`config.mk`:
```
export PLATFORM = sky130hd
export DESIGN_NAME = dm_bus_access
export DESIGN_NICKNAME = d
export VERILOG_FILES = /design/src/rtl/dm_defs_pkg.sv /design/src/rtl/dm_lane_align.sv /design/src/rtl/dm_bus_access.sv
export SDC_FILE = /design/constraint.sdc
export NUM_CORES = 1
export LEC_CHECK = 0
export ABC_AREA = 0
export BUFFER_PORTS_ARGS = -buffer_cell sky130_fd_sc_hd__buf_2
export CAP_MARGIN = 20
export CORE_MARGIN = 2
export CORE_UTILIZATION = 45
export DETAILED_ROUTE_END_ITERATION = 10
export GPL_ROUTABILITY_DRIVEN = 1
export GPL_TIMING_DRIVEN = 1
export PLACE_DENSITY = 0.69
export RECOVER_POWER = 100
export SETUP_SLACK_MARGIN = 0.02
export SLEW_MARGIN = 20
export SYNTH_ARGS = -nofsm -noshare
export SYNTH_HDL_FRONTEND = slang
export SYNTH_SLANG_ARGS = --single-unit
```
`constraint.sdc`:
```
create_clock -name clk -period 3.5 [get_ports clk]
set_input_delay 0 -clock clk [delete_from_list [all_inputs] [get_ports clk]]
set_output_delay 0 -clock clk [all_outputs]
set_load 0.1 [all_outputs]
```
`src/rtl/dm_defs_pkg.sv`:
```
`default_nettype none
// +--------------------------------------------------------------------+
// | dm_defs                                                            |
// | Shared dm_ctrl codes, FSM state encoding and bus-timeout default.  |
// | Revision: 1.0                                                      |
// +--------------------------------------------------------------------+
package dm_defs;

    localparam logic [2:0] c_dm_word  = 3'b000;
    localparam logic [2:0] c_dm_half  = 3'b001;
    localparam logic [2:0] c_dm_halfu = 3'b010;
    localparam logic [2:0] c_dm_byte  = 3'b011;
    localparam logic [2:0] c_dm_byteu = 3'b100;
    localparam logic [2:0] c_dm_none  = 3'b111;

    localparam logic [1:0] c_st_idle = 2'd0;
    localparam logic [1:0] c_st_busy = 2'd1;
    localparam logic [1:0] c_st_done = 2'd2;

    localparam int unsigned c_default_timeout_cyc = 255;

    // Codes 101 and 110 are reserved and behave like "none".
    function automatic logic dm_is_access(input logic [2:0] ctrl);
        return (ctrl <= c_dm_byteu);
    endfunction

    function automatic logic dm_is_aligned(input logic [2:0] ctrl, input logic [1:0] off);
        logic ok;
        case (ctrl)
            c_dm_word:             ok = (off == 2'b00);
            c_dm_half, c_dm_halfu: ok = ~off[0];
            default:               ok = 1'b1;
        endcase
        return ok;
    endfunction

endpackage
`default_nettype wire

```
`src/rtl/dm_lane_align.sv`:
```
`default_nettype none
// +--------------------------------------------------------------------+
// | dm_lane_align                                                      |
// | Byte-enable generation, store-data replication, load extraction.   |
// | Revision: 1.0                                                      |
// +--------------------------------------------------------------------+
module dm_lane_align
    import dm_defs::*;
(
    input  logic [2:0]  i_dm_ctrl,
    input  logic [1:0]  i_byte_off,
    input  logic [31:0] i_wdata,
    input  logic [31:0] i_bus_rdata,
    output logic [3:0]  o_be,
    output logic [31:0] o_wdata_rep,
    output logic [31:0] o_rdata_ext
);

    logic [7:0]  w_byte;
    logic [15:0] w_half;

    always_comb begin
        w_byte      = i_bus_rdata[{i_byte_off, 3'b000} +: 8];
        w_half      = i_byte_off[1] ? i_bus_rdata[31:16] : i_bus_rdata[15:0];
        o_be        = 4'b0000;
        o_wdata_rep = 32'h0000_0000;
        o_rdata_ext = 32'h0000_0000;
        case (i_dm_ctrl)
            c_dm_word: begin
                o_be        = 4'b1111;
                o_wdata_rep = i_wdata;
                o_rdata_ext = i_bus_rdata;
            end
            c_dm_half, c_dm_halfu: begin
                o_be        = i_byte_off[1] ? 4'b1100 : 4'b0011;
                o_wdata_rep = {2{i_wdata[15:0]}};
                o_rdata_ext = {{16{w_half[15] & (i_dm_ctrl == c_dm_half)}}, w_half};
            end
            c_dm_byte, c_dm_byteu: begin
                o_be        = 4'b0001 << i_byte_off;
                o_wdata_rep = {4{i_wdata[7:0]}};
                o_rdata_ext = {{24{w_byte[7] & (i_dm_ctrl == c_dm_byte)}}, w_byte};
            end
            default: ;
        endcase
    end

endmodule
`default_nettype wire

```
`src/rtl/dm_bus_access.sv`:
```
`default_nettype none
// +--------------------------------------------------------------------+
// | dm_bus_access                                                      |
// | MEM-stage load/store engine: IDLE/BUSY/DONE bus handshake w/ abort.|
// | Revision: 1.0                                                      |
// +--------------------------------------------------------------------+
module dm_bus_access
    import dm_defs::*;
#(
    parameter int unsigned TIMEOUT_CYC = c_default_timeout_cyc
) (
    input  logic        clk,
    input  logic        rst,
    input  logic        req_valid,
    input  logic        mem_w,
    input  logic [2:0]  dm_ctrl,
    input  logic [31:0] addr,
    input  logic [31:0] wdata,
    output logic        stall,
    output logic [31:0] rdata,
    output logic        done,
    output logic        misalign,
    output logic        bus_err,
    output logic        bus_req,
    output logic        bus_we,
    output logic [31:0] bus_addr,
    output logic [3:0]  bus_be,
    output logic [31:0] bus_wdata,
    input  logic        bus_ack,
    input  logic [31:0] bus_rdata
);

    localparam logic [8:0] c_timeout_cyc = 9'(TIMEOUT_CYC);

    logic [1:0]  r_state;
    logic [7:0]  r_cnt;
    logic        r_we;
    logic [2:0]  r_ctrl;
    logic [31:0] r_addr;
    logic [31:0] r_wdata;
    logic [31:0] r_rdata;

    logic [1:0]  w_state_nxt;
    logic        w_accept;
    logic        w_misalign;
    logic        w_timeout;
    logic        w_busy;
    logic [3:0]  w_be;
    logic [31:0] w_wdata_rep;
    logic [31:0] w_rdata_ext;

    dm_lane_align u_lane_align (
        .i_dm_ctrl   (r_ctrl),
        .i_byte_off  (r_addr[1:0]),
        .i_wdata     (r_wdata),
        .i_bus_rdata (bus_rdata),
        .o_be        (w_be),
        .o_wdata_rep (w_wdata_rep),
        .o_rdata_ext (w_rdata_ext)
    );

    always_ff @(posedge clk or posedge rst) begin
        if (rst) begin
            r_state <= c_st_idle;
            r_cnt   <= 8'd0;
            r_we    <= 1'b0;
            r_ctrl  <= c_dm_none;
            r_addr  <= 32'h0;
            r_wdata <= 32'h0;
            r_rdata <= 32'h0;
        end else begin
            r_state <= w_state_nxt;
            if (w_accept) begin
                r_cnt   <= 8'd0;
                r_we    <= mem_w;
                r_ctrl  <= dm_ctrl;
                r_addr  <= addr;
                r_wdata <= wdata;
            end else if (w_busy && !bus_ack) begin
                r_cnt <= r_cnt + 8'd1;
            end
            if (w_busy && bus_ack && !r_we) begin
                r_rdata <= w_rdata_ext;
            end
        end
    end

    // Timeout compares against the count including the current BUSY cycle,
    // so an ack arriving on that very cycle still wins.
    always_comb begin
        w_state_nxt = r_state;
        w_accept    = 1'b0;
        w_misalign  = 1'b0;
        w_timeout   = 1'b0;
        case (r_state)
            c_st_idle: begin
                if (req_valid && dm_is_access(dm_ctrl)) begin
                    if (dm_is_aligned(dm_ctrl, addr[1:0])) begin
                        w_accept    = 1'b1;
                        w_state_nxt = c_st_busy;
                    end else begin
                        w_misalign = 1'b1;
                    end
                end
            end
            c_st_busy: begin
                if (bus_ack) begin
                    w_state_nxt = c_st_done;
                end else if (({1'b0, r_cnt} + 9'd1) == c_timeout_cyc) begin
                    w_timeout   = 1'b1;
                    w_state_nxt = c_st_idle;
                end
            end
            c_st_done: w_state_nxt = c_st_idle;
            default:   w_state_nxt = c_st_idle;
        endcase
    end

    assign w_busy = (r_state == c_st_busy);

    // IDLE-phase outputs depend on live inputs; mask them while reset is held.
    assign stall     = !rst && (w_accept || w_busy);
    assign misalign  = !rst && w_misalign;
    assign done      = (r_state == c_st_done);
    assign bus_err   = w_timeout;
    assign rdata     = r_rdata;
    assign bus_req   = w_busy;
    assign bus_we    = w_busy && r_we;
    assign bus_addr  = w_busy ? {r_addr[31:2], 2'b00} : 32'h0;
    assign bus_be    = w_busy ? w_be : 4'b0000;
    assign bus_wdata = w_busy ? w_wdata_rep : 32'h0;

endmodule
`default_nettype wire

```
# == Word-level counts from Yosys, hierarchy flattened ==
# Index checks and enable logic that the tools add are counted.
# totals
ff_bits,110
inputBits,104
romBits,0
out_inout_bits,106
mem_count,0
ram_bits,0
latchBits,0
# op_classes
n_eq_ne,12
bitwise,3
n_reduce_logical,20
shifts,2
n_div,0
multipliers,0
n_lt_le_gt_ge,1
n_mux,27
add_sub_neg,2
# ops
op,count
32-bit case mux with 3 select lines,2
32-bit two-way mux,2
32-bit by 6-bit indexed part select with 8-bit output,1
16-bit two-way mux,1
8-bit two-way mux,2
4-bit case mux with 3 select lines,1
1-bit two-way mux,11
"8-bit by 1-bit adder with 9-bit output, second input constant",1
"3-bit by 2-bit == test with 1-bit output, second input constant",3
"9-bit by 8-bit == test with 1-bit output, second input constant",1
"8-bit by 1-bit adder with 8-bit output, second input constant",1
2-bit two-way mux,4
4-bit two-way mux,2
1-bit logical AND,7
"3-bit by 1-bit == test with 1-bit output, second input constant",2
3-bit logical NOT,2
2-bit OR reduction,3
2-bit logical NOT,2
"2-bit != test, second input constant",2
2-bit case mux with 2 select lines,1
"1-bit by 2-bit left shift with 4-bit output, first input constant",1
"3-bit == test, second input constant",1
"3-bit <= comparator, second input constant",1
1-bit logical NOT,3
other kinds (9),10

# == Depth between registers and ports, before layout ==
# depth
word_depth,10
ltp_mapped,8

# == Cells and area by module ==
# Synthesis repeated with hierarchy kept, for this count alone.
# hier_totals
hier_cells,590
hier_area_um2,6590.1
# by_module_without_submodules
mod,area_per_inst_um2,seq_area_each_um2,cells_each,n_inst
dm_bus_access,5067.4,2756.4,362,1
dm_lane_align,1522.7,0.0,228,1

# == Least setup slack after synthesis ==
# OpenSTA, ideal clock, no wires.
# synth_timing
kind,in2out
from,input port rst
to,output port stall
cell_stages,2
t_arrival_ns,3.213
path_slack_ns,0.287
n_path_buf,0
cell_sequence,inv_1 o21a_1
# synth_between
elab_chain_len,2
# synth_rtl
element,line,text
start: declaration,dm_bus_access.sv:13,"input logic rst,"
1-bit logical NOT,dm_bus_access.sv:122,assign stall = !rst && (w_accept || w_busy);
1-bit logical AND,dm_bus_access.sv:122,
end: declaration,dm_bus_access.sv:19,"output logic stall,"
# No other way between the ends.

# == Worst setup path in the final report ==
# layout_timing
from,register r_ctrl[0]
to,register r_rdata[6] (netlist: rdata[6])
# layout_between
elab_chain_len,3
elab_cells_between_ends,8
classes_between,eq/ne (4); mux (1); reduce/logical (3)
# layout_rtl
element,line,text
start: declaration,dm_bus_access.sv:38,logic [2:0] r_ctrl;
start signal: assignment,dm_bus_access.sv:67,r_ctrl <= c_dm_none;
start signal: assignment,dm_bus_access.sv:76,r_ctrl <= dm_ctrl;
3-bit == test (tied with other cells),dm_lane_align.sv:28,case (i_dm_ctrl)
2-bit OR reduction,dm_lane_align.sv:28,
32-bit case mux with 3 select lines (*),dm_lane_align.sv:28,
end signal: assignment,dm_bus_access.sv:83,r_rdata <= w_rdata_ext;
end: declaration,dm_bus_access.sv:41,logic [31:0] r_rdata;
# Every way passes the cells marked *; elsewhere a longest branch is shown, timed or not.
# A chain may end at the register's enable or synchronous reset.

==> results.cfg <==
[setup_path]
critPathKind = register to register
cp_data_required_time_ps = 3740
crit_slowest_cell = dfstp_1
cp-start-kind = register
endpoint_kind = register
slowest_delay_ps = 890
worstPathCellList = or2_1, nor2_4, a21o_1, a221oi_1, a21oi_1, dlygate4sd3_1
arrival_ps = 3380
cp_max_fo = 18

[clock_network]
cts_sinks = 110
clock_latency_ps = 360
cts_setup_buffers = 0
htreeDepth = 3
cts_max_path_buffers = 2
cts_buffers = 9
cts_tree = yes
root_buffer = clkbuf_16
clkTransAtPathRegs_ps = 70

[timing]
max_freq_ghz = 0.319
finalHoldViolCount = 0
finalWorstPathRequiredPeriod_ps = 3140
tightest_slew_ps = 1220
setup_total_negative_slack_ps = 0
setup_viol = 0
fin_crit_sh = 0.897
maxSlewHeadroom = 0.182
fin_hold_ws_ps = 46.5
rsz0062_at_grt = no
finClkSkew_ps = 5.74
worst_slack_ps = 362
slew_viol_final = 0

[synthesis]
ys_top_cells_by_area = dfrtp_1, a21oi_1, mux2_2
ys_async_sr_fraction = 1.00
synth_compound_area_frac = 0.173
synth-seq-cells = 110
syn_area_per_cell_um2 = 9.45
yosysTopAreaCell = dfrtp_1
synth_area_um2 = 6230
synth_top_family_by_area = simple AND/OR/NAND/NOR gates
synth_cells = 659
synth_cell_types = 56
yosys_warnings = 0
synth-xor-area-share = 0.00984
synth_edf_count = 0
synthSimpleGateAreaFrac = 0.179
synth_top_area_frac = 0.430
yosys.area_share.adder = 0.00562
synth_flop_cell = dfrtp_1
muxShareOfSynthArea = 0.144
yosysSeqAreaShare = 0.443

[layout]
finalNetCount = 1037
n_antenna_cell = 0
n_fill_cell = 1135
post-route-cell-area_um2 = 8500
areaGrowthSynthToFinish_pct = 36.4
drive_gt1_frac = 0.236

[placed_design]
placed_cell_area_um2 = 7360
portBuffers = 207
dp_slack_ps = 1040
dp_hpwl_um = 12700
gp_congestion = 0.867

[die]
dieArea_um2 = 14800
io_pins = 210
start_util = 0.465
rows = 42
core_area_um2 = 13400
die_w_um = 122
die_h_um = 122

[status]
outcome = finished clean

[pwr]
total_power_w = 0.00777
vdd_drop_max_uv = 403
power_frac_comb = 0.578
p_switching_w = 0.00435
p_sw_frac = 0.560
p_clk_frac = 0.145
seq_power_share = 0.278
intPower_w = 0.00342
p_per_area_nw_per_um2 = 915
p_leak_nw = 3.66

[detailed_routing]
dr_total_vias = 6042
drtPass1Iterations = 5
post_drt_wl_per_cell_um = 17.1
drt.antenna.violating_nets = 0
drt-met1-wl_um = 7650
top_layer_used = met4
routed_via_density = 5.43
wl_met3_um = 1270
dr_wl_met2_um = 9410
drc_errors = 0
drtIter0Drc = 418
wl_um = 19000

[global_route]
grt_max_degree = 85
grt_pass1_wl_um = 29300
grt_pass1_vias = 5841
grt_antenna_before_repair = 0
overflow = 0
grt.total_usage = 0.253

[flow_run]
drv_cap = 0

[hold_path]
min_path_type = input pin to register
## placed cells by master, fill, tap and decap left out, drive strengths merged, types with 4 or more instances in the layout
| master | netlist | routed |
|---|---|---|
| buf | 34 | 114 |
| clkbuf | 17 | 114 |
| dfrtp | 107 | 107 |
| a21oi | 104 | 104 |
| dlygate4sd3 | 0 | 92 |
| mux2 | 77 | 77 |
| nor2 | 62 | 62 |
| nand2 | 54 | 54 |
| and2 | 42 | 42 |
| nor2b | 29 | 29 |
| o21ai | 26 | 26 |
| a211oi | 18 | 18 |
| nor3 | 10 | 10 |
| o22a | 8 | 8 |
| a221oi | 7 | 7 |
| nand2b | 6 | 6 |
| inv | 5 | 5 |
| xnor2 | 4 | 4 |
| o21a | 4 | 4 |
| clkinvlp | 0 | 4 |
| nor3b | 4 | 4 |
## synth_stat cells (3+ instances only)
library cell,n
a211oi_1,18
a21o_1,3
a21oi_1,102
a221oi_1,7
and2_1,41
buf_1,3
buf_2,24
buf_4,4
buf_6,3
clkbuf_1,16
dfrtp_1,107
dfstp_2,3
inv_1,3
mux2_1,32
mux2_2,45
mux2i_1,3
nand2_1,54
nand2b_1,6
nand3_1,3
nand3b_1,3
nor2_1,60
nor2b_1,29
nor3_1,10
nor4_1,3
o21a_1,4
o21ai_0,24
o22a_1,8
xnor2_1,4
xor2_1,3
## state kept, by name, indices dropped and copies added (netlist names)
| register | cells |
|---|---|
| r_wdata | 32 |
| r_ctrl | 3 |
| r_state | 2 |
| rdata | 32 |
| r_cnt | 8 |
| r_addr | 32 |
| r_we | 1 |
## critical path: cells and delay by family (launching register included)
kind	cells	cell delay, ps
simple gates	2	750
buf+inv	1	570
compound gates	3	810
flops	1	890
## logic make-up after synthesis
family / Yosys count
AND/OR/NAND/NOR: 221
other: 1
buffers and inverters: 56
AO/OA/AOI/OAI: 181
XOR/XNOR: 7
adder cells (fa/ha/maj): 3
multiplexers: 80
flip-flops: 110
## power groups by stage
stage | clock [W] | sequential [W] | combinational (W)
after detailed placement | 0 | 0.00216 | 0.00442
after floorplan | 0 | 0.00323 | 0.00258
after global routing | 0.00119 | 0.00221 | 0.00473
after global placement | 0 | 0.00213 | 0.00436
after CTS | 0.00115 | 0.00214 | 0.00455
final | 0.00112 | 0.00216 | 0.00449
## through the flow
step | std cells | utilization
after floorplan | 660 | -
after global placement | 1004 | 0.549
after detailed placement | 1004 | 0.549
after CTS | 1112 | 0.642
after global routing | 1112 | 0.634
final | 1112 | 0.634
## routing by layer
layer  vias up  GRT usage
met3        52     0.0393
met5         -          0
met2       281      0.436
met4         0      0.129
li1       2841          -
met1      2868      0.308
## final timing paths
path	to	from	slack, ps	cells past startpoint
max	rdata[6]	r_ctrl[0]	360	6
min	rdata[7]	bus_rdata[7]	50	4
max reg2reg	rdata[6]	r_ctrl[0]	360	6
min reg2reg	r_addr[23]	r_addr[23]	480	1
max in group asynchronous	rdata[1]	rst	1770	4
min in group asynchronous	r_addr[22]	rst	450	3
## what timing repair did
action | CTS | global route
hold buffers | 92 | 0
endpoints found under the hold margin | 118 | 0
gates resized for setup | 0 | 0
## final cells by class
type	instances	area (µm²)	area share
Multi-Input combinational cell	494	3210	0.377
Sequential cell	110	2760	0.324
Timing Repair Buffer	311	1970	0.232
Clock buffer	9	225	0.0265
Tap cell	176	220	0.0259
Clock inverter	7	96.3	0.0113
Inverter	5	20.0	0.00236
No activity file was read; power rests on OpenSTA's default activity.
